## config.mk

```make
export PLATFORM = sky130hd
export DESIGN_NAME = dec_stim_gen
export DESIGN_NICKNAME = d
export VERILOG_FILES = /design/src/rtl/dec_stim_pkg.sv /design/src/rtl/dec_stim_lfsr.sv /design/src/rtl/dec_stim_gen.sv
export SDC_FILE = /design/constraint.sdc
export NUM_CORES = 1
export LEC_CHECK = 0
export CAP_MARGIN = 5
export CORE_MARGIN = 2
export CORE_UTILIZATION = 35
export DETAILED_ROUTE_END_ITERATION = 7
export SLEW_MARGIN = 15
export SYNTH_ARGS = -nofsm -noshare
export SYNTH_HDL_FRONTEND = slang
export SYNTH_SLANG_ARGS = --single-unit
```

## constraint.sdc

```tcl
create_clock -name clk_i -period 2 [get_ports clk_i]
set_input_delay 0.2 -clock clk_i [delete_from_list [all_inputs] [get_ports clk_i]]
set_output_delay 0.2 -clock clk_i [all_outputs]
set_load 0.03 [all_outputs]
```

## src/rtl/dec_stim_pkg.sv

```systemverilog
// Shared types and constants for the decoder stimulus generator.
// Mode/state encodings, sweep opcode table, LFSR taps and default seed.
package dec_stim_pkg;

  typedef enum logic [1:0] {
    MODE_RANDOM = 2'd0,
    MODE_SWEEP  = 2'd1,
    MODE_FIXED  = 2'd2,
    MODE_RVC    = 2'd3
  } stim_mode_e;

  typedef enum logic [1:0] {
    ST_IDLE = 2'd0,
    ST_RUN  = 2'd1,
    ST_DONE = 2'd2
  } stim_state_e;

  localparam int unsigned OPC_NUM = 11;

  // Base opcodes of the RV32I major instruction groups, in sweep order.
  localparam logic [6:0] OPC_TABLE [OPC_NUM] = '{
    7'h03, 7'h0F, 7'h13, 7'h17, 7'h23, 7'h33,
    7'h37, 7'h63, 7'h67, 7'h6F, 7'h73
  };

  localparam logic [31:0] LFSR_TAPS    = 32'h8020_0003;
  localparam logic [31:0] DEFAULT_SEED = 32'hACE1_2468;

endpackage

```

## src/rtl/dec_stim_lfsr.sv

```systemverilog
// Galois LFSR, right shift, advances one step per cycle with en_i high.
// Latency: q_o updates the cycle after en_i. No backpressure; en_i is the only stall.
module dec_stim_lfsr #(
  parameter int unsigned      WIDTH = 32,
  parameter logic [WIDTH-1:0] TAPS  = '1,
  parameter logic [WIDTH-1:0] SEED  = '1
) (
  input  logic             clk_i,
  input  logic             rst_ni,
  input  logic             en_i,
  output logic [WIDTH-1:0] q_o
);

  // An all-zero state would lock up, so a zero seed is promoted to 1.
  localparam logic [WIDTH-1:0] INIT = (SEED == '0) ? {{(WIDTH-1){1'b0}}, 1'b1} : SEED;

  logic [WIDTH-1:0] state_q;

  always_ff @(posedge clk_i) begin
    if (!rst_ni) begin
      state_q <= INIT;
    end else if (en_i) begin
      state_q <= (state_q >> 1) ^ (state_q[0] ? TAPS : '0);
    end
  end

  assign q_o = state_q;

endmodule

```

## src/rtl/dec_stim_gen.sv

```systemverilog
// Handshaked instruction stimulus source: NUM_TRANS words per run (random/sweep/fixed/RVC).
// Latency: first word valid the cycle after start_i; a stalled word holds until instr_ready_i.
// Build option DEC_STIM_RVC_EN: mode 3 emits 16-bit compressed words, otherwise it aliases RANDOM.
module dec_stim_gen
  import dec_stim_pkg::*;
#(
  parameter int unsigned NUM_TRANS = 10,
  parameter logic [31:0] SEED      = DEFAULT_SEED,
  parameter int          CNT_W     = (NUM_TRANS < 1) ? 1 : $clog2(NUM_TRANS + 1)
) (
  input  logic             clk_i,
  input  logic             rst_ni,
  input  logic             start_i,
  input  logic [1:0]       mode_i,
  input  logic [31:0]      instr_fixed_i,
  input  logic             instr_ready_i,
  output logic             instr_valid_o,
  output logic [31:0]      instr_rdata_o,
  output logic [CNT_W-1:0] trans_cnt_o,
  output logic             done_o
);

  stim_state_e      state_q;
  stim_mode_e       mode_q;
  logic [31:0]      fixed_q;
  logic [CNT_W-1:0] cnt_q;
  logic [3:0]       idx_q;
  logic [31:0]      lfsr_q;
  logic [31:0]      word;
  logic             beat;
  logic             last_beat;
  logic             start_ok;

  assign beat      = (state_q == ST_RUN) && instr_ready_i;
  assign last_beat = beat && (cnt_q == CNT_W'(NUM_TRANS - 1));
  assign start_ok  = start_i && (state_q != ST_RUN);

  dec_stim_lfsr #(
    .WIDTH (32),
    .TAPS  (LFSR_TAPS),
    .SEED  (SEED)
  ) u_lfsr (
    .clk_i  (clk_i),
    .rst_ni (rst_ni),
    .en_i   (beat),
    .q_o    (lfsr_q)
  );

  always_ff @(posedge clk_i) begin
    if (!rst_ni) begin
      state_q <= ST_IDLE;
      mode_q  <= MODE_RANDOM;
      fixed_q <= 32'h0;
      cnt_q   <= '0;
      idx_q   <= 4'd0;
    end else if (start_ok) begin
      mode_q  <= stim_mode_e'(mode_i);
      fixed_q <= instr_fixed_i;
      cnt_q   <= '0;
      idx_q   <= 4'd0;
      state_q <= (NUM_TRANS == 0) ? ST_DONE : ST_RUN;
    end else if (beat) begin
      // The final beat parks in DONE, so the counter saturates at NUM_TRANS.
      cnt_q <= cnt_q + 1'b1;
      idx_q <= (idx_q == 4'(OPC_NUM - 1)) ? 4'd0 : idx_q + 4'd1;
      if (last_beat) begin
        state_q <= ST_DONE;
      end
    end
  end

  always_comb begin
    word = {lfsr_q[31:2], 2'b11};
    case (mode_q)
      MODE_SWEEP: word = {lfsr_q[31:7], OPC_TABLE[idx_q]};
      MODE_FIXED: word = fixed_q;
`ifdef DEC_STIM_RVC_EN
      // Quadrant 2'b11 would mark a 32-bit encoding, so it is folded onto quadrant 0.
      MODE_RVC:   word = {16'h0, lfsr_q[15:2], (lfsr_q[1:0] == 2'b11) ? 2'b00 : lfsr_q[1:0]};
`endif
      default:    word = {lfsr_q[31:2], 2'b11};
    endcase
  end

  assign instr_valid_o = (state_q == ST_RUN);
  assign instr_rdata_o = instr_valid_o ? word : 32'h0;
  assign trans_cnt_o   = cnt_q;
  assign done_o        = (state_q == ST_DONE);

endmodule

```

; Word-level counts from Yosys, hierarchy flattened
; Memories as Yosys holds them, arrays and structs flattened.
; Index checks and enable logic that the tools add are counted.
[word_totals]
register_bits = 76
rom_bits = 112
input_bits = 38
output_inout_bits = 38
memories = 1
[memory_table]
columns = name, depth, word_bits, read_ports, rd_ports_with_merged_regs, wr, line_no
row1 = (no name shown), 16, 7, 1, 0, 0, dec_stim_gen.sv:75  ; MODE_SWEEP: word = {lfsr_q[31:7], OPC_TABLE[idx_q]};
[classes]
addsub = 2
n_lt_le_gt_ge = 1
n_eq_ne = 7
n_mux = 9
bitwise = 3
reduce_logical = 8
[ops]
columns = cell, count
row1 = $mux W32, 2
row2 = $pmux W32 S2, 1
row3 = $xor A31 B32 Y32, 1
row4 = $mux W7, 2
row5 = $add A4 B1 Y4 const B, 2
row6 = $eq A4 B4 Y1 const B, 2
row7 = $ge A5 B5 Y1 const B, 1
row8 = $not A4 Y5, 1
row9 = $eq A2 B1 Y1 const B, 2
row10 = $eq A2 B2 Y1 const B, 2
row11 = $mux W4, 1
row12 = $reduce_and A2 Y1, 2
row13 = $reduce_bool A2 Y1, 2
row14 = $logic_and A1 B1 Y1, 3
row15 = $mux W1, 3
row16 = $ne A2 B1 Y1 const B, 1
row17 = $reduce_or A2 Y1, 1
row18 = $not A1 Y1, 1

; Depth between registers and ports, before layout
; Gate-level depths: netlist (run 1).
[logic_depth]
ltp_word = 6
depth_mapped = 7
ltp_nobuf = 5

; Modules after synthesis
; A second synthesis (run 1) with hierarchy kept.
[hier_totals]
cells_unflattened = 417
hier_area_um2 = 3699.8
[by_module_without_submodules]
columns = mod, n_inst, cells_each, area_each_um2
row1 = dec_stim_gen, 1, 311, 2502.4
row2 = dec_stim_lfsr, 1, 106, 1197.4

; Worst setup path after synthesis (run 1)
; No wires, ideal clock.
[synth_path]
path_kind = register to output
start = register mode_q[0]
end = output port instr_rdata_o[2]
arrival_ns = 1.792
required_time_ns = 1.800
setup_slack_ns = 0.008
path_stages_with_launch = 6
cell_sequence = dfxtp_1 > inv_1 > ha_1 > clkbuf_1 > a21oi_1 > a221oi_1
[synth_via]
elab_chain_cells = 3
word_cells_on_any_way = 4
cone_classes = 2 x eq/ne / 2 x mux
[synth_rtl]
columns = element, line_no
row1 = "start, declared", dec_stim_gen.sv:24  ; stim_mode_e mode_q;
row2 = "start signal, assigned", dec_stim_gen.sv:57  ; mode_q <= stim_mode_e'(mode_i);
row3 = $eq A2 B2 Y1 or $eq A2 B1 Y1 (tied branches), dec_stim_gen.sv:74  ; case (mode_q)
row4 = $pmux W32 S2 *, dec_stim_gen.sv:74
row5 = $mux W32 *, dec_stim_gen.sv:86  ; assign instr_rdata_o = instr_valid_o ? word : 32'h0;
row6 = "end, declared", dec_stim_gen.sv:18  ; output logic [31:0] instr_rdata_o,
; Every way passes the cells marked *; elsewhere a longest branch is shown, timed or not.

; Worst setup path in the final report (run 1)
[layout_path]
start = register mode_q[0]
end = output port instr_rdata_o[5]
; Same word-level chain as after synthesis.

==> results.json, run 1 <==
{
  "status": "finished, final reports clean",
  "setup_viol": 0,
  "grt_max_degree": 38,
  "rsz0062_at_grt": "true",
  "n_fill_cell": 1025,
  "max_slew_margin_pct": 70.4,
  "mostFrequentLayoutCell": "dfxtp_1",
  "critPathKind": "flip-flop to output port",
  "synth_cells": 448,
  "grt_pass1_wl_um": 15800,
  "reg2regPathDepth": 4,
  "finish.utilization_pct": 47.3,
  "crit_arrival_ps": 1800,
  "period_minus_slack_ps": 2000,
  "synth_warnings": 0,
  "hold_buffers": 0,
  "setup_ws_ps": 4.29,
  "dp_slack_ps": 220,
  "seqCellArea_um2": 1530,
  "numCtsBuffers": 9,
  "area_delta_synth_final_pct": 32.0,
  "holdPathStages": 2,
  "rr_endpoint": "idx_q[1]$_SDFFE_PP0P_",
  "die_height_um": 106,
  "instances_no_fill": 654,
  "cp-start-kind": "flip-flop",
  "fin_area_um2": 4840,
  "syn_area_um2": 3670,
  "antenna_left": 0,
  "diodes": 0,
  "start_util_pct": 35.8,
  "fin_worst_skew_ps": 8.40,
  "synth_area_per_cell_um2": 8.18,
  "synth.area.top_cells": "dfxtp_1, a21boi_0, nand2_1",
  "dp_hpwl_um": 6420,
  "syn-num-nets": 494,
  "cp_max_fo": 10,
  "multi_input_area_um2": 1990,
  "synth_flop_cell": "dfxtp_1",
  "grt_antenna_before_repair": 0,
  "htreeDepth": 3,
  "vias": 3354,
  "yosys.cell_types.count": 40,
  "irDropWorstVdd_v": 0.000404,
  "ys_seq_area_share_pct": 41.5,
  "cap_viol_max_count": 0,
  "hp-class": "input pin to flip-flop",
  "wl_um": 9560,
  "std_cell_rows": 37,
  "power.density_nw_per_um2": 775,
  "ctsLongestPathBuffers": 2,
  "r2r_start": "state_q[0]$_SDFFE_PN0P_",
  "period_share_pct": 99.8,
  "required_ps": 1800,
  "power_leakage_nw": 1.83,
  "synth_edf_count": 0,
  "gp_congestion": 0.742,
  "cts_root_buffer": "clkbuf_8",
  "post_drt_wl_per_cell_um": 14.6,
  "r2r_slack_ps": 480,
  "grt-ovfl-total": 0,
  "die_x_um": 106,
  "first_pass_iters": 4,
  "synth_top_area_cell": "dfxtp_1",
  "first_global_vias": 3248,
  "layout_common_cells": "dfxtp_1, nand2_1, nand3_1, buf_4, clkdlybuf4s50_1",
  "layout-drive-gt1-share_pct": 20.5,
  "worstSkewPairLatency_ps": 340,
  "timing.hold.ws_ps": 247,
  "synth-seq-cells": 76,
  "drv_slew": 0,
  "tightestPinTransition_ps": 443,
  "hold_viol_final": 0,
  "drtIter0Drc": 125,
  "cts_tree": "built",
  "cts_sinks": 76,
  "vias_per_cell": 5.13,
  "holdPathEnd": "u_lfsr.q_o[23]$_SDFFE_PN1P_",
  "end_kind": "output port",
  "dpl_cell_area_um2": 4410,
  "grt_usage_pct": 17.2,
  "clk_pin_slew_ps": 80,
  "die-area_um2": 11300,
  "drc_errors": 0,
  "synth_top_area_share_pct": 41.5,
  "coreArea_um2": 10200,
  "fin_nets": 559,
  "fmax_mhz": 501,
  "io_pins": 76,
  "post-place-cells": 636,
  "port_buffers": 75,
  "synthArstFlopShare_pct": 0,
  "hold_start": "rst_ni"
}
## sequential cells by signal (all words and copies together), names as in the netlist
signal / cells
u_lfsr.q_o: 32
idx_q: 4
mode_q: 2
state_q: 2
fixed_q: 32
trans_cnt_o: 4
## what timing repair did
item,4_1_cts,5_1_grt
setup endpoints to repair,32,32
cloned,1,0
buffers inserted,0,1
pin swaps,1,3
gates resized for setup,21,18
## power breakdown
part	leakage [nW]	switching, mW	internal (mW)
Combinational	1.08	0.371	0.289
Clock	0.127	0.548	0.896
Sequential	0.624	0.0588	1.59
Total	1.83	0.977	2.78
## stage by stage
step	setup TNS [ps]	power, mW
3_3_place_gp	0	2.28
5_1_grt	-1370	3.93
3_5_place_dp	0	2.29
2_1_floorplan	0	2.07
4_1_cts	-195	3.77
6_report	0	3.75
## metal layers
metal  GRT usage, %  vias to the layer above  wire length, µm
met4           4.70                        0               96
met3           4.11                        8              482
met1           22.4                     1579             4560
met2           28.6                       82             4430
met5              0                        -                0
li1               -                     1685                -
## how the worst max path moves through the flow
stage                            from                end  depth (start not counted)
2_1_floorplan  mode_q[0]$_SDFFE_PN0P_   instr_rdata_o[2]                          5
3_3_place_gp   mode_q[0]$_SDFFE_PN0P_  instr_rdata_o[31]                          7
3_5_place_dp   mode_q[0]$_SDFFE_PN0P_  instr_rdata_o[31]                          7
4_1_cts        mode_q[0]$_SDFFE_PN0P_  instr_rdata_o[23]                          7
5_1_grt        mode_q[1]$_SDFFE_PN0P_  instr_rdata_o[31]                          7
6_report       mode_q[0]$_SDFFE_PN0P_   instr_rdata_o[5]                          7
## cell type report
type / count / share of cell area [%]
clock inverters: 4 / 1.96
well taps: 136 / 3.52
repair buffers: 95 / 17.8
inverters: 10 / 0.879
flip-flops and latches: 76 / 31.6
clock buffers: 12 / 3.20
multi-input cells: 321 / 41.0
## critical path, cell delays in order, from the launching register on
cell	delay, ps
dfxtp_2	350
inv_2	50
ha_4	240
buf_4	170
nor2b_2	160
o21ai_0	130
a31oi_1	180
buf_4	190
## synthesized netlist by cell type, types with 2 or more instances
| master | n |
|---|---|
| buf_2 | 13 |
| nand2_1 | 67 |
| a21oi_1 | 9 |
| a22oi_1 | 26 |
| a221oi_1 | 2 |
| a21boi_0 | 40 |
| a21boi_1 | 13 |
| a31oi_1 | 2 |
| xnor2_1 | 3 |
| inv_1 | 9 |
| ha_1 | 8 |
| or3_1 | 2 |
| nor2b_1 | 4 |
| nand3_1 | 49 |
| o21ai_0 | 38 |
| nor2_1 | 31 |
| o211ai_1 | 4 |
| nand3b_1 | 7 |
| buf_4 | 9 |
| dfxtp_1 | 76 |
| clkbuf_2 | 3 |
| nand2b_1 | 2 |
| clkbuf_1 | 9 |
| buf_6 | 6 |
## cells by family after synthesis
family                     Yosys count  synth area share [%]
adders and majority gates            8                  2.73
buffers and inverters               51                  8.05
and+or+nand+nor                    166                  20.3
xor gates and xnor gates             3                 0.717
muxes                                1                 0.307
AOI/OAI and AO/OA                  143                  26.4
DFF                                 76                  41.5
Note: power is estimated with default switching activity, not from simulation.
==> run 2, diff against run 1 <==
--- a/config.mk
+++ b/config.mk
@@ -9,7 +9,7 @@
 export CORE_MARGIN = 2
 export CORE_UTILIZATION = 35
 export DETAILED_ROUTE_END_ITERATION = 7
-export SLEW_MARGIN = 15
+export SLEW_MARGIN = 20
 export SYNTH_ARGS = -nofsm -noshare
 export SYNTH_HDL_FRONTEND = slang
 export SYNTH_SLANG_ARGS = --single-unit
==> results of run 2 <==
No change in the layout: final DEF, timing and power equal those of run 1.
